===== src/rtl/acc_bias_gen_pkg.sv =====
// Shared constants, FSM state type and saturation limits for the
// accumulate-and-bias generator.
package acc_bias_gen_pkg;

    localparam int unsigned D_BW      = 8;
    localparam int unsigned P_BW      = 16;
    localparam int unsigned AB_BW     = 21;
    localparam int unsigned MAX_TERMS = 32;
    localparam int unsigned CNT_W     = $clog2(MAX_TERMS + 1);

    localparam logic signed [AB_BW-1:0] SAT_MAX = {1'b0, {(AB_BW-1){1'b1}}};
    localparam logic signed [AB_BW-1:0] SAT_MIN = {1'b1, {(AB_BW-1){1'b0}}};

    typedef enum logic [1:0] {
        IDLE = 2'd0,
        ACC  = 2'd1,
        BIAS = 2'd2,
        OUT  = 2'd3
    } state_t;

endpackage


===== src/rtl/acc_bias_lane.sv =====
// One lane: partial-sum accumulator, bias register and saturating
// bias adder with a registered output.
module acc_bias_lane #(
    parameter int D_BW  = acc_bias_gen_pkg::D_BW,
    parameter int P_BW  = acc_bias_gen_pkg::P_BW,
    parameter int AB_BW = acc_bias_gen_pkg::AB_BW
) (
    input  logic                    clk,
    input  logic                    rst,
    input  logic                    bias_load,
    input  logic signed [D_BW-1:0]  bias_in,
    input  logic                    acc_load,
    input  logic                    acc_add,
    input  logic signed [P_BW-1:0]  psum,
    input  logic                    out_en,
    output logic signed [AB_BW-1:0] acc_bias
);

    localparam logic signed [AB_BW-1:0] SAT_HI = {1'b0, {(AB_BW-1){1'b1}}};
    localparam logic signed [AB_BW-1:0] SAT_LO = {1'b1, {(AB_BW-1){1'b0}}};

    logic signed [AB_BW-1:0] acc;
    logic signed [D_BW-1:0]  bias;
    logic signed [AB_BW-1:0] psum_ext;
    logic signed [AB_BW:0]   sum_c;
    logic signed [AB_BW-1:0] sat_c;

    assign psum_ext = {{(AB_BW-P_BW){psum[P_BW-1]}}, psum};
    assign sum_c    = {acc[AB_BW-1], acc} + {{(AB_BW+1-D_BW){bias[D_BW-1]}}, bias};

    // One guard bit: overflow shows as disagreement between the top two bits.
    always_comb begin
        sat_c = sum_c[AB_BW-1:0];
        if (sum_c[AB_BW] != sum_c[AB_BW-1]) begin
            sat_c = sum_c[AB_BW] ? SAT_LO : SAT_HI;
        end
    end

    always_ff @(posedge clk) begin
        if (rst) begin
            acc      <= '0;
            bias     <= '0;
            acc_bias <= '0;
        end else begin
            if (bias_load) begin
                bias <= bias_in;
            end
            if (acc_load) begin
                acc <= psum_ext;
            end else if (acc_add) begin
                acc <= acc + psum_ext;
            end
            if (out_en) begin
                acc_bias <= sat_c;
            end
        end
    end

endmodule


===== src/rtl/acc_bias_gen.sv =====
// Three-lane accumulate-and-bias generator: sums partial-sum beats per
// window, adds a saturating bias and strobes the bound block once per window.
module acc_bias_gen #(
    parameter int D_BW      = acc_bias_gen_pkg::D_BW,
    parameter int P_BW      = acc_bias_gen_pkg::P_BW,
    parameter int AB_BW     = acc_bias_gen_pkg::AB_BW,
    parameter int MAX_TERMS = acc_bias_gen_pkg::MAX_TERMS
) (
    input  logic                    clk,
    input  logic                    rst,
    input  logic                    i_bias_load,
    input  logic signed [D_BW-1:0]  i_bias0,
    input  logic signed [D_BW-1:0]  i_bias1,
    input  logic signed [D_BW-1:0]  i_bias2,
    input  logic                    i_psum_valid,
    input  logic                    i_psum_last,
    input  logic signed [P_BW-1:0]  i_psum0,
    input  logic signed [P_BW-1:0]  i_psum1,
    input  logic signed [P_BW-1:0]  i_psum2,
    output logic                    o_bound_en,
    output logic signed [AB_BW-1:0] o_acc_bias0,
    output logic signed [AB_BW-1:0] o_acc_bias1,
    output logic signed [AB_BW-1:0] o_acc_bias2,
    output logic                    o_busy,
    output logic                    o_err
);

    import acc_bias_gen_pkg::*;

    localparam int unsigned CW = $clog2(MAX_TERMS + 1);

    state_t        state;
    logic [CW-1:0] cnt;
    logic [CW-1:0] cnt_nxt_c;
    logic          at_max_c;
    logic          acc_load_c;
    logic          acc_add_c;
    logic          out_en_c;

    assign cnt_nxt_c  = cnt + CW'(1);
    assign at_max_c   = (cnt_nxt_c == CW'(MAX_TERMS));
    assign acc_load_c = i_psum_valid && ((state == IDLE) || (state == OUT));
    assign acc_add_c  = i_psum_valid && (state == ACC);
    assign out_en_c   = (state == BIAS);

    // Window control shared by all lanes; strobe and busy are registered.
    always_ff @(posedge clk) begin
        if (rst) begin
            state      <= IDLE;
            cnt        <= '0;
            o_bound_en <= 1'b0;
            o_busy     <= 1'b0;
            o_err      <= 1'b0;
        end else begin
            o_bound_en <= 1'b0;
            o_busy     <= 1'b0;
            case (state)
                IDLE, OUT: begin
                    if (i_psum_valid) begin
                        cnt <= CW'(1);
                        if (i_psum_last) begin
                            state  <= BIAS;
                            o_busy <= 1'b1;
                        end else begin
                            state <= ACC;
                        end
                    end else begin
                        cnt   <= '0;
                        state <= IDLE;
                    end
                end
                ACC: begin
                    if (i_psum_valid) begin
                        cnt <= cnt_nxt_c;
                        if (i_psum_last || at_max_c) begin
                            state  <= BIAS;
                            o_busy <= 1'b1;
                        end
                        if (!i_psum_last && at_max_c) begin
                            o_err <= 1'b1;
                        end
                    end
                end
                BIAS: begin
                    // A beat here has nowhere to go: drop it and flag.
                    state      <= OUT;
                    o_bound_en <= 1'b1;
                    if (i_psum_valid) begin
                        o_err <= 1'b1;
                    end
                end
                default: begin
                    state <= IDLE;
                end
            endcase
        end
    end

    acc_bias_lane #(.D_BW(D_BW), .P_BW(P_BW), .AB_BW(AB_BW)) u_lane0 (
        .clk(clk), .rst(rst), .bias_load(i_bias_load), .bias_in(i_bias0),
        .acc_load(acc_load_c), .acc_add(acc_add_c), .psum(i_psum0),
        .out_en(out_en_c), .acc_bias(o_acc_bias0)
    );

    acc_bias_lane #(.D_BW(D_BW), .P_BW(P_BW), .AB_BW(AB_BW)) u_lane1 (
        .clk(clk), .rst(rst), .bias_load(i_bias_load), .bias_in(i_bias1),
        .acc_load(acc_load_c), .acc_add(acc_add_c), .psum(i_psum1),
        .out_en(out_en_c), .acc_bias(o_acc_bias1)
    );

    acc_bias_lane #(.D_BW(D_BW), .P_BW(P_BW), .AB_BW(AB_BW)) u_lane2 (
        .clk(clk), .rst(rst), .bias_load(i_bias_load), .bias_in(i_bias2),
        .acc_load(acc_load_c), .acc_add(acc_add_c), .psum(i_psum2),
        .out_en(out_en_c), .acc_bias(o_acc_bias2)
    );

endmodule


===== config.mk =====
export PLATFORM = sky130hd
export DESIGN_NAME = acc_bias_gen
export DESIGN_NICKNAME = d
export VERILOG_FILES = /design/src/rtl/acc_bias_gen_pkg.sv /design/src/rtl/acc_bias_lane.sv /design/src/rtl/acc_bias_gen.sv
export SDC_FILE = /design/constraint.sdc
export NUM_CORES = 1
export LEC_CHECK = 0
export ABC_AREA = 1
export CAP_MARGIN = 5
export CORE_AREA = 8 8 158 160
export CTS_BUF_LIST = sky130_fd_sc_hd__clkbuf_8 sky130_fd_sc_hd__clkbuf_16
export DETAILED_ROUTE_END_ITERATION = 7
export DIE_AREA = 0 0 166 168
export GPL_TIMING_DRIVEN = 0
export MAX_ROUTING_LAYER = met4
export PLACE_DENSITY_LB_ADDON = 0.25
export SLEW_MARGIN = 25
export SYNTH_ARGS = -nofsm -noshare
export SYNTH_HDL_FRONTEND = slang
export SYNTH_HIERARCHICAL = 1
export SYNTH_SLANG_ARGS = --single-unit

===== constraint.sdc =====
create_clock -name clk -period 3.5 [get_ports clk]
set_input_delay 0.7 -clock clk [delete_from_list [all_inputs] [get_ports clk]]
set_output_delay 0.7 -clock clk [all_outputs]
set_load 0.02 [all_outputs]

==> results of run 1 <==
## final cells by class
| type | count | area [um^2] |
|---|---|---|
| Clock inverter | 15 | 219 |
| Inverter | 260 | 976 |
| Multi-Input combinational cell | 1710 | 9410 |
| Fill cell | 1933 | 6140 |
| Buffer | 40 | 204 |
| Antenna cell | 2 | 5.00 |
| Clock buffer | 17 | 425 |
| Tap cell | 285 | 357 |
| Sequential cell | 161 | 3220 |
| Timing Repair Buffer | 141 | 1410 |
## Yosys cell counts (all sizes together), types with 11 or more instances
library cell / n
o21bai: 20
a22oi: 14
a21oi: 240
o21ai: 144
nand2: 617
nor2: 214
xor2: 43
nand3: 117
nand4: 44
xnor2: 25
dfxtp: 161
clkbuf: 31
o211ai: 11
nor3: 16
a31oi: 19
ha: 126
inv: 255
## flip-flops by register name, summed over array words and instances, names as in the netlist
name / count
u_lane2/acc: 21
o_busy: 1
state: 2
o_err: 1
o_bound_en: 1
u_lane0/acc: 21
cnt: 6
u_lane1/acc_bias: 21
u_lane0/bias: 8
u_lane2/bias: 8
u_lane1/bias: 8
u_lane0/acc_bias: 21
u_lane1/acc: 21
u_lane2/acc_bias: 21
## worst max-delay path, delay by kind of cell
kind                     cells  cell delay (ps)
AND/OR/NAND/NOR              6              560
buffers and inverters        2              480
AO/OA/AOI/OAI                3              670
adder cells (fa/ha/maj)      2              750
## through the flow
step           instances  instance area [um^2]  worst slack, ps
6_report            2631                 16200              677
2_1_floorplan       2171                 13800             1170
5_1_grt             2631                 16200              518
3_3_place_gp        2597                 15600              335
4_1_cts             2629                 16200              751
3_5_place_dp        2597                 15600              301
## layout by cell type (no fill, tap or decap), types with 9 or more instances in the layout
cell / count
nand3b_1: 9
nand2_1: 600
a22oi_1: 14
o21ai_0: 141
inv_1: 254
o211ai_1: 11
dfxtp_1: 161
nor3_1: 15
nand2_2: 14
xnor2_1: 25
a21oi_1: 212
nor2_1: 202
o21bai_1: 20
a21o_1: 10
nor2_2: 11
a31oi_1: 19
ha_1: 126
clkbuf_1: 31
a21boi_0: 9
clkdlybuf4s50_1: 141
a21oi_2: 26
nand4_1: 44
xor2_1: 43
nand3_1: 115
clkbuf_16: 17
## logic make-up after synthesis
kind of cell               after synthesis  share of synthesized area (%)
buffers and inverters                  300                           8.54
AOI/OAI and AO/OA                      482                           20.2
DFF                                    161                           23.3
adders and majority gates              132                           12.3
and+or+nand+nor                       1028                           31.3
xor gates and xnor gates                68                           4.31
## per-layer routing
layer | global-route usage, % | routed length (um) | vias up
met4 | 10.6 | 1250 | 0
met5 | - | 0 | -
li1 | - | - | 7539
met2 | 53.2 | 20800 | 651
met3 | 5.10 | 3230 | 91
met1 | 37.3 | 18600 | 6939
## path summary, 6_finish.rpt
kind	start	endpoint	slack (ps)	depth (start not counted)
worst max-delay path	i_psum2[0]	u_lane2/acc[14]	680	13
worst max register to register	u_lane1/bias[7]	u_lane1/acc_bias[13]	750	10
worst min register to register	u_lane0/acc_bias[3]	u_lane0/acc_bias[3]	490	2
worst min-delay path	u_lane0/acc_bias[3]	u_lane0/acc_bias[3]	490	2
## power groups by stage
stage                     registers [mW]  clock network, mW  logic, mW
final                               3.01               2.03       7.44
after global routing                3.08               2.14       8.16
after CTS                           3.00               2.05       7.32
after detailed placement            3.03                  0       7.26
after global placement              3.01                  0       7.13
after floorplan                     3.28                  0       4.67
==> impl_results.rst, run 1 <==
.. list-table::
   :header-rows: 1

   * - Metric
     - Value
   * - Result of the run
     - complete, no violations
   * - Ratio of cells with drive above 1 in the final layout
     - 4.82%
   * - Vias in the first global route
     - 14,300
   * - Layout area overhead
     - 17.5%
   * - Data arrival time of the worst path
     - 3160 ps
   * - GRT Resource Usage Total
     - 31.3%
   * - Antenna Violating Nets Remaining
     - 0
   * - Overall routed net length
     - 43,800 um
   * - Final #Nets
     - 2,540
   * - Area of the die
     - 27,900 um^2
   * - TritonCTS clock tree
     - yes
   * - Residual overflow from global routing
     - 0
   * - Power share of the sequential group
     - 24.1%
   * - Via-to-Cell Ratio
     - 5.78
   * - Pin count of the biggest net entering global routing
     - 25
   * - IO buf count
     - 141
   * - 1st-pass router iterations
     - 7
   * - Transition at the pin with the smallest max-transition slack
     - 868 ps
   * - Cell type with the highest occurrence count on the critical path
     - nand2_1
   * - Power share of the clock group
     - 16.3%
   * - Root Driver
     - clkbuf_16
   * - Ranking of synthesized cells by area
     - dfxtp_1 23%, nand2_1 16%, ha_1 11%
   * - Layout Utilization
     - 72.6%
   * - Die Height
     - 168 um
   * - Net load switching power
     - 6.19 mW
   * - Maximum count of clock buffers along a single path
     - 2
   * - Total of cells resized after clock tree synthesis
     - 0
   * - First-pass GRT wire length
     - 70,400 um
   * - Main flop type after synthesis
     - dfxtp_1
   * - Setup total negative slack
     - 0 ps
   * - Clock skew
     - 14.0 ps
   * - Worst-path fanout max
     - 4
   * - Post-synthesis cell type count
     - 47
   * - Max-slew violation total from the final report
     - 0
   * - Startpoint class of the critical path
     - input pin
   * - Leakage power summed over all cells
     - 8.15 nW
   * - CP required
     - 3830 ps
   * - Number of nets produced by synthesis
     - 2,380
   * - Setup repair after global routing missed its margin
     - false
   * - FFs w/ async S/R, synth
     - 0%
   * - Internal power
     - 6.30 mW
   * - Number of top-level design ports
     - 143
   * - Row count
     - 55
   * - Kind of end point of the critical path
     - flop
   * - Routed via count
     - 15,200
   * - Final number of setup-violating endpoints
     - 0
   * - Routability congestion estimate
     - 0.990
   * - Initial antenna violation count
     - 2
   * - Slew margin rel.
     - 41.9%
   * - Classification of the worst setup path
     - in -> reg
   * - Mapped Cells
     - 2,171
   * - Switching power share of the total
     - 49.5%
   * - Mean area per synthesized cell
     - 6.36 um^2
   * - CTS HTree Levels
     - 4
   * - Worst hold margin
     - 488 ps
   * - Cts bufs inserted
     - 17
   * - Die Width
     - 166 um
   * - Longest individual stage delay on the worst path
     - 480 ps
   * - DRC errors left
     - 0
   * - Starting Density
     - 61.7%
   * - Max Cap Viol
     - 0
   * - Clock latency reported for the late side of the worst-skew pair
     - 440 ps
   * - Number of post-CTS setup repair buffers
     - 0
   * - Count of warnings emitted by yosys
     - 6
   * - Sink Count
     - 161
   * - Final Hold Vio Count
     - 0
   * - Number of design-rule violations left by the first detailed-router iteration
     - 1,340
   * - Number of flip-flops and latches in the synthesized netlist
     - 161
   * - Largest area contributor in the netlist
     - dfxtp_1
   * - Hold crit path type
     - reg -> reg
   * - Clock transition at path regs
     - 80 ps
   * - Total design power
     - 12.5 mW
   * - Worst ir drop on vdd
     - 0.516 mV
   * - Core area
     - 22,400 um^2
   * - Ratio of total power to cell area
     - 769 nW/um^2
   * - Proportion of netlist area held by the largest area contributor
     - 23.3%
   * - Seq/Total Area, Yosys
     - 23.3%
   * - Final period util
     - 80.7%
   * - Power share of the combinational group
     - 59.6%
   * - Hold Buf Count CTS
     - 0
   * - Timing-limited maximum frequency
     - 354 MHz
   * - Min Tclk post-route
     - 2820 ps
   * - Post-synth EDFFs
     - 0
   * - DP HPWL
     - 34,900 um
   * - Crit path cell chain
     - clkdlybuf4s50_1 > ha_1 > fa_1 > nand3_1 > nand2_1 > a21oi_1 > o21ai_0 > nand2_1 > nand2_1 > nand2_1 > nand2_1 > o21ai_0 > inv_1
   * - Critical path's slowest cell
     - fa_1
   * - Cell area after synthesis
     - 13,800 um^2
   * - DR WL/cell
     - 16.7 um
Power figures use the tool's default switching activity.
==> run 2: changes to the inputs <==
CORE_AREA = 8 8 171 173   (was 8 8 158 160)
DIE_AREA = 0 0 179 181   (was 0 0 166 168)
clock period = 2.45 ns   (was 3.5 ns; I/O delays follow)
==> run 2 against run 1 <==
Effect of this change: sequential cell count did not move; total power increased by 42%; non-clock buffer count increased by 7; cell count increased by 2.4%; combinational power rose by 47%; hold slack lost 42 ps; clock skew grew 4.0 ps; sequential share of layout area fell by 0.20 points; die area grew 16%; critical path depth stayed put; register-to-register slack worse by 690 ps; via count is 2.2% lower; largest power group unchanged; highest routed layer unchanged.
==> impl_results.rst, run 2 (same netlist as run 1, synthesis figures left out) <==
.. list-table::
   :header-rows: 1

   * - Metric
     - Value
   * - Result of the run
     - complete, no violations
   * - Final #Nets
     - 2,547 (+0.28%)
   * - Setup Slack @ Placement
     - -517 ps (-818 ps)
   * - Min Tclk post-route
     - 2390 ps
   * - Clock latency reported for the late side of the worst-skew pair
     - 430 ps (about the same)
   * - Power share of the clock group
     - 14.5% (-1.8 points)
   * - Cell type with the highest occurrence count on the critical path
     - nand2_1
   * - Core area
     - 26,500 um^2 (+18%)
   * - Root Driver
     - clkbuf_16
   * - CTS HTree Levels
     - 4 (unchanged)
   * - Placed Cells incl. Taps
     - 2,653 (+2.2%)
   * - Area of the die
     - 32,400 um^2 (+16%)
   * - Overall routed net length
     - 43,900 um (+0.21%)
   * - Worst-path fanout max
     - 5 (+1)
   * - Ratio of cells with drive above 1 in the final layout
     - 7.61% (+2.8 points)
   * - Startpoint class of the critical path
     - flop
   * - GRT Resource Usage Total
     - 27.4% (-3.9 points)
   * - Clock skew
     - 18.0 ps (+3.96 ps)
   * - Vias in the first global route
     - 14,300 (+0.049%)
   * - Initial antenna violation count
     - 2 (unchanged)
   * - Crit path cell chain
     - ha_2 > inv_1 > fa_1 > inv_1 > nand3_1 > nand2_2 > nand2_1 > nand3_1 > nand3b_1 > nand2_1 > xor2_1 > nand2_1 > a21oi_2
   * - Final period util
     - 97.5%
   * - Max Cap Viol
     - 0 (unchanged)
   * - Longest individual stage delay on the worst path
     - 420 ps (-60 ps)
   * - Classification of the worst setup path
     - reg -> reg
   * - Final number of setup-violating endpoints
     - 0 (unchanged)
   * - Kind of end point of the critical path
     - flop
   * - Power share of the sequential group
     - 24.2% (about the same)
   * - Residual overflow from global routing
     - 0 (unchanged)
   * - Slew margin rel.
     - 41.0% (-0.97 points)
   * - Die Height
     - 181 um (+7.7%)
   * - DR WL/cell
     - 16.3 um (-2.1%)
   * - Post-Place Cell Area
     - 15,600 um^2 (+0.45%)
   * - Routability congestion estimate
     - 0.975 (-1.5%)
   * - Post-route setup slack
     - 60.6 ps (-616 ps)
   * - Die Width
     - 179 um (+7.8%)
   * - Hold Crit Start
     - rst
   * - Ratio of total power to cell area
     - 1080 nW/um^2 (+40%)
   * - Most common cell after layout, fill and taps aside
     - nand2_1
   * - Sink Count
     - 161 (unchanged)
   * - Switching power share of the total
     - 49.7% (+0.14 points)
   * - Row count
     - 60 (+9.1%)
   * - Non-filler cells, final
     - 2,694 (+2.4%)
   * - Via-to-Cell Ratio
     - 5.53 (-4.5%)
   * - TritonCTS clock tree
     - yes
   * - R2R Setup Slk
     - 60 ps (-690 ps)
   * - Transition at the pin with the smallest max-transition slack
     - 883 ps (+14.6 ps)
   * - Antenna Violating Nets Remaining
     - 0 (unchanged)
   * - Max-slew violation total from the final report
     - 0 (unchanged)
   * - Hold crit path type
     - in -> reg
   * - Maximum count of clock buffers along a single path
     - 2 (unchanged)
   * - 1st-pass router iterations
     - 6 (-1)
   * - Reg2reg start
     - u_lane2/acc[0]
   * - Worst ir drop on vdd
     - 0.679 mV (+31%)
   * - Data arrival time of the worst path
     - 2760 ps (-400 ps)
   * - DRC errors left
     - 0 (unchanged)
   * - Most frequent cells in the layout
     - 594 x nand2_1, 254 x inv_1, 199 x a21oi_1, 195 x nor2_1, 153 x dfxtp_1
   * - Power share of the combinational group
     - 61.3% (+1.7 points)
   * - First-pass GRT wire length
     - 70,600 um (+0.17%)
   * - Worst Hold Path EP
     - o_err
   * - Net load switching power
     - 8.83 mW (+43%)
   * - Timing-limited maximum frequency
     - 419 MHz
   * - Pin count of the biggest net entering global routing
     - 25 (unchanged)
   * - Internal power
     - 8.94 mW (+42%)
   * - Endpoint of the worst register-to-register path
     - u_lane2/acc_bias[16]
   * - Routed via count
     - 14,900 (-2.2%)
   * - CP required
     - 2820 ps (-1010 ps)
   * - Hold-critical path depth
     - 2 (unchanged)
   * - Layout area overhead
     - 19.3%
   * - DP HPWL
     - 35,200 um (+0.74%)
   * - Layout Cell Area excl Fill
     - 16,500 um^2 (+1.6%)
   * - Number of design-rule violations left by the first detailed-router iteration
     - 1,188 (-11%)
   * - Starting Density
     - 52.1% (-9.6 points)
   * - Leakage power summed over all cells
     - 8.18 nW (+0.34%)
   * - Cts bufs inserted
     - 17 (unchanged)
   * - Number of cell instances on the worst register-to-register path
     - 13 (+3)
   * - Final Hold Vio Count
     - 0 (unchanged)
   * - Number of top-level design ports
     - 143 (unchanged)
   * - Critical path's slowest cell
     - fa_1
   * - Total design power
     - 17.8 mW (+42%)
   * - Clock transition at path regs
     - 70 ps (about the same)
   * - IO buf count
     - 141 (unchanged)
   * - Worst hold margin
     - 446 ps (-42.0 ps)
   * - Setup total negative slack
     - 0 ps (unchanged)
   * - Layout Utilization
     - 62.2% (-10 points)
==> run 2: changes by cell type in the layout (fill, tap and decap cells not counted), moves of 7 or more <==
cell     delta
a21oi_1    -13
a21oi_2    +11
ha_2       +10
ha_1       -10
nor2_1      -7
dfxtp_1     -8
==> run 2: worst max-delay path by stage <==
| stage | from | to | slack (ps) | depth (start not counted) |
|---|---|---|---|---|
| detailed placement | i_psum_valid | u_lane2/acc[18] | -520 | 7 |
| floorplan | u_lane0/bias[7] | u_lane0/acc_bias[0] | 260 | 12 |
| global placement | i_psum_valid | u_lane2/acc[18] | -580 | 7 |
| global route | u_lane0/acc[0] | u_lane0/acc_bias[0] | -10 | 12 |
| CTS | state[0] | u_lane0/acc[18] | -20 | 8 |
| finish | u_lane2/acc[0] | u_lane2/acc_bias[16] | 60 | 13 |
==> run 2: repair_timing <==
| item | 4_1_cts | 5_1_grt |
|---|---|---|
| gates cloned | 0 | 0 |
| hold buffers | 0 | 0 |
| gates resized for setup | 13 | 66 |
| setup buffers | 4 | 3 |
| endpoints found under the setup margin | 73 | 111 |
| pin swaps | 2 | 3 |
| endpoints found under the hold margin | 0 | 0 |
==> run 2: power groups by stage <==
stage | clock network [mW] | logic (mW) | registers (mW)
finish | 2.58 | 10.9 | 4.30
global route | 2.72 | 12.0 | 4.40
CTS | 2.63 | 10.5 | 4.29
detailed placement | 0 | 10.4 | 4.34
global placement | 0 | 10.3 | 4.30
floorplan | 0 | 6.68 | 4.68
==> run 2: cell type report <==
| type | instances | area, um^2 |
|---|---|---|
| Fill cell | 2552 | 10000 |
| Multi-Input combinational cell | 1710 | 9580 |
| Sequential cell | 161 | 3240 |
| Timing Repair Buffer | 148 | 1490 |
| Inverter | 260 | 983 |
| Tap cell | 341 | 427 |
| Clock buffer | 17 | 425 |
| Buffer | 40 | 210 |
| Clock inverter | 15 | 126 |
| Antenna cell | 2 | 5.00 |
==> run 2: critical path: cells and delay by family, from the launching register on <==
family / cells / cell delay, ps
AO/OA/AOI/OAI: 1 / 150
AND/OR/NAND/NOR: 7 / 780
XOR/XNOR: 1 / 230
buffers and inverters: 2 / 180
adder cells (fa/ha/maj): 2 / 630
flip-flops: 1 / 370
==> run 2: per-layer routing <==
| layer | part of all wire (%) | vias to the layer above | GRT usage, % |
|---|---|---|---|
| met1 | 45 | 6778 | 34.1 |
| met5 | 0 | - | - |
| met2 | 47 | 488 | 45.2 |
| met4 | 2.7 | 0 | 8.80 |
| met3 | 5.7 | 71 | 3.36 |
| li1 | - | 7548 | - |
==> run 3: changes to the inputs <==
SLEW_MARGIN = 5   (was 25)
==> results of run 3 <==
No change in the layout: final DEF, timing and power equal those of run 2.
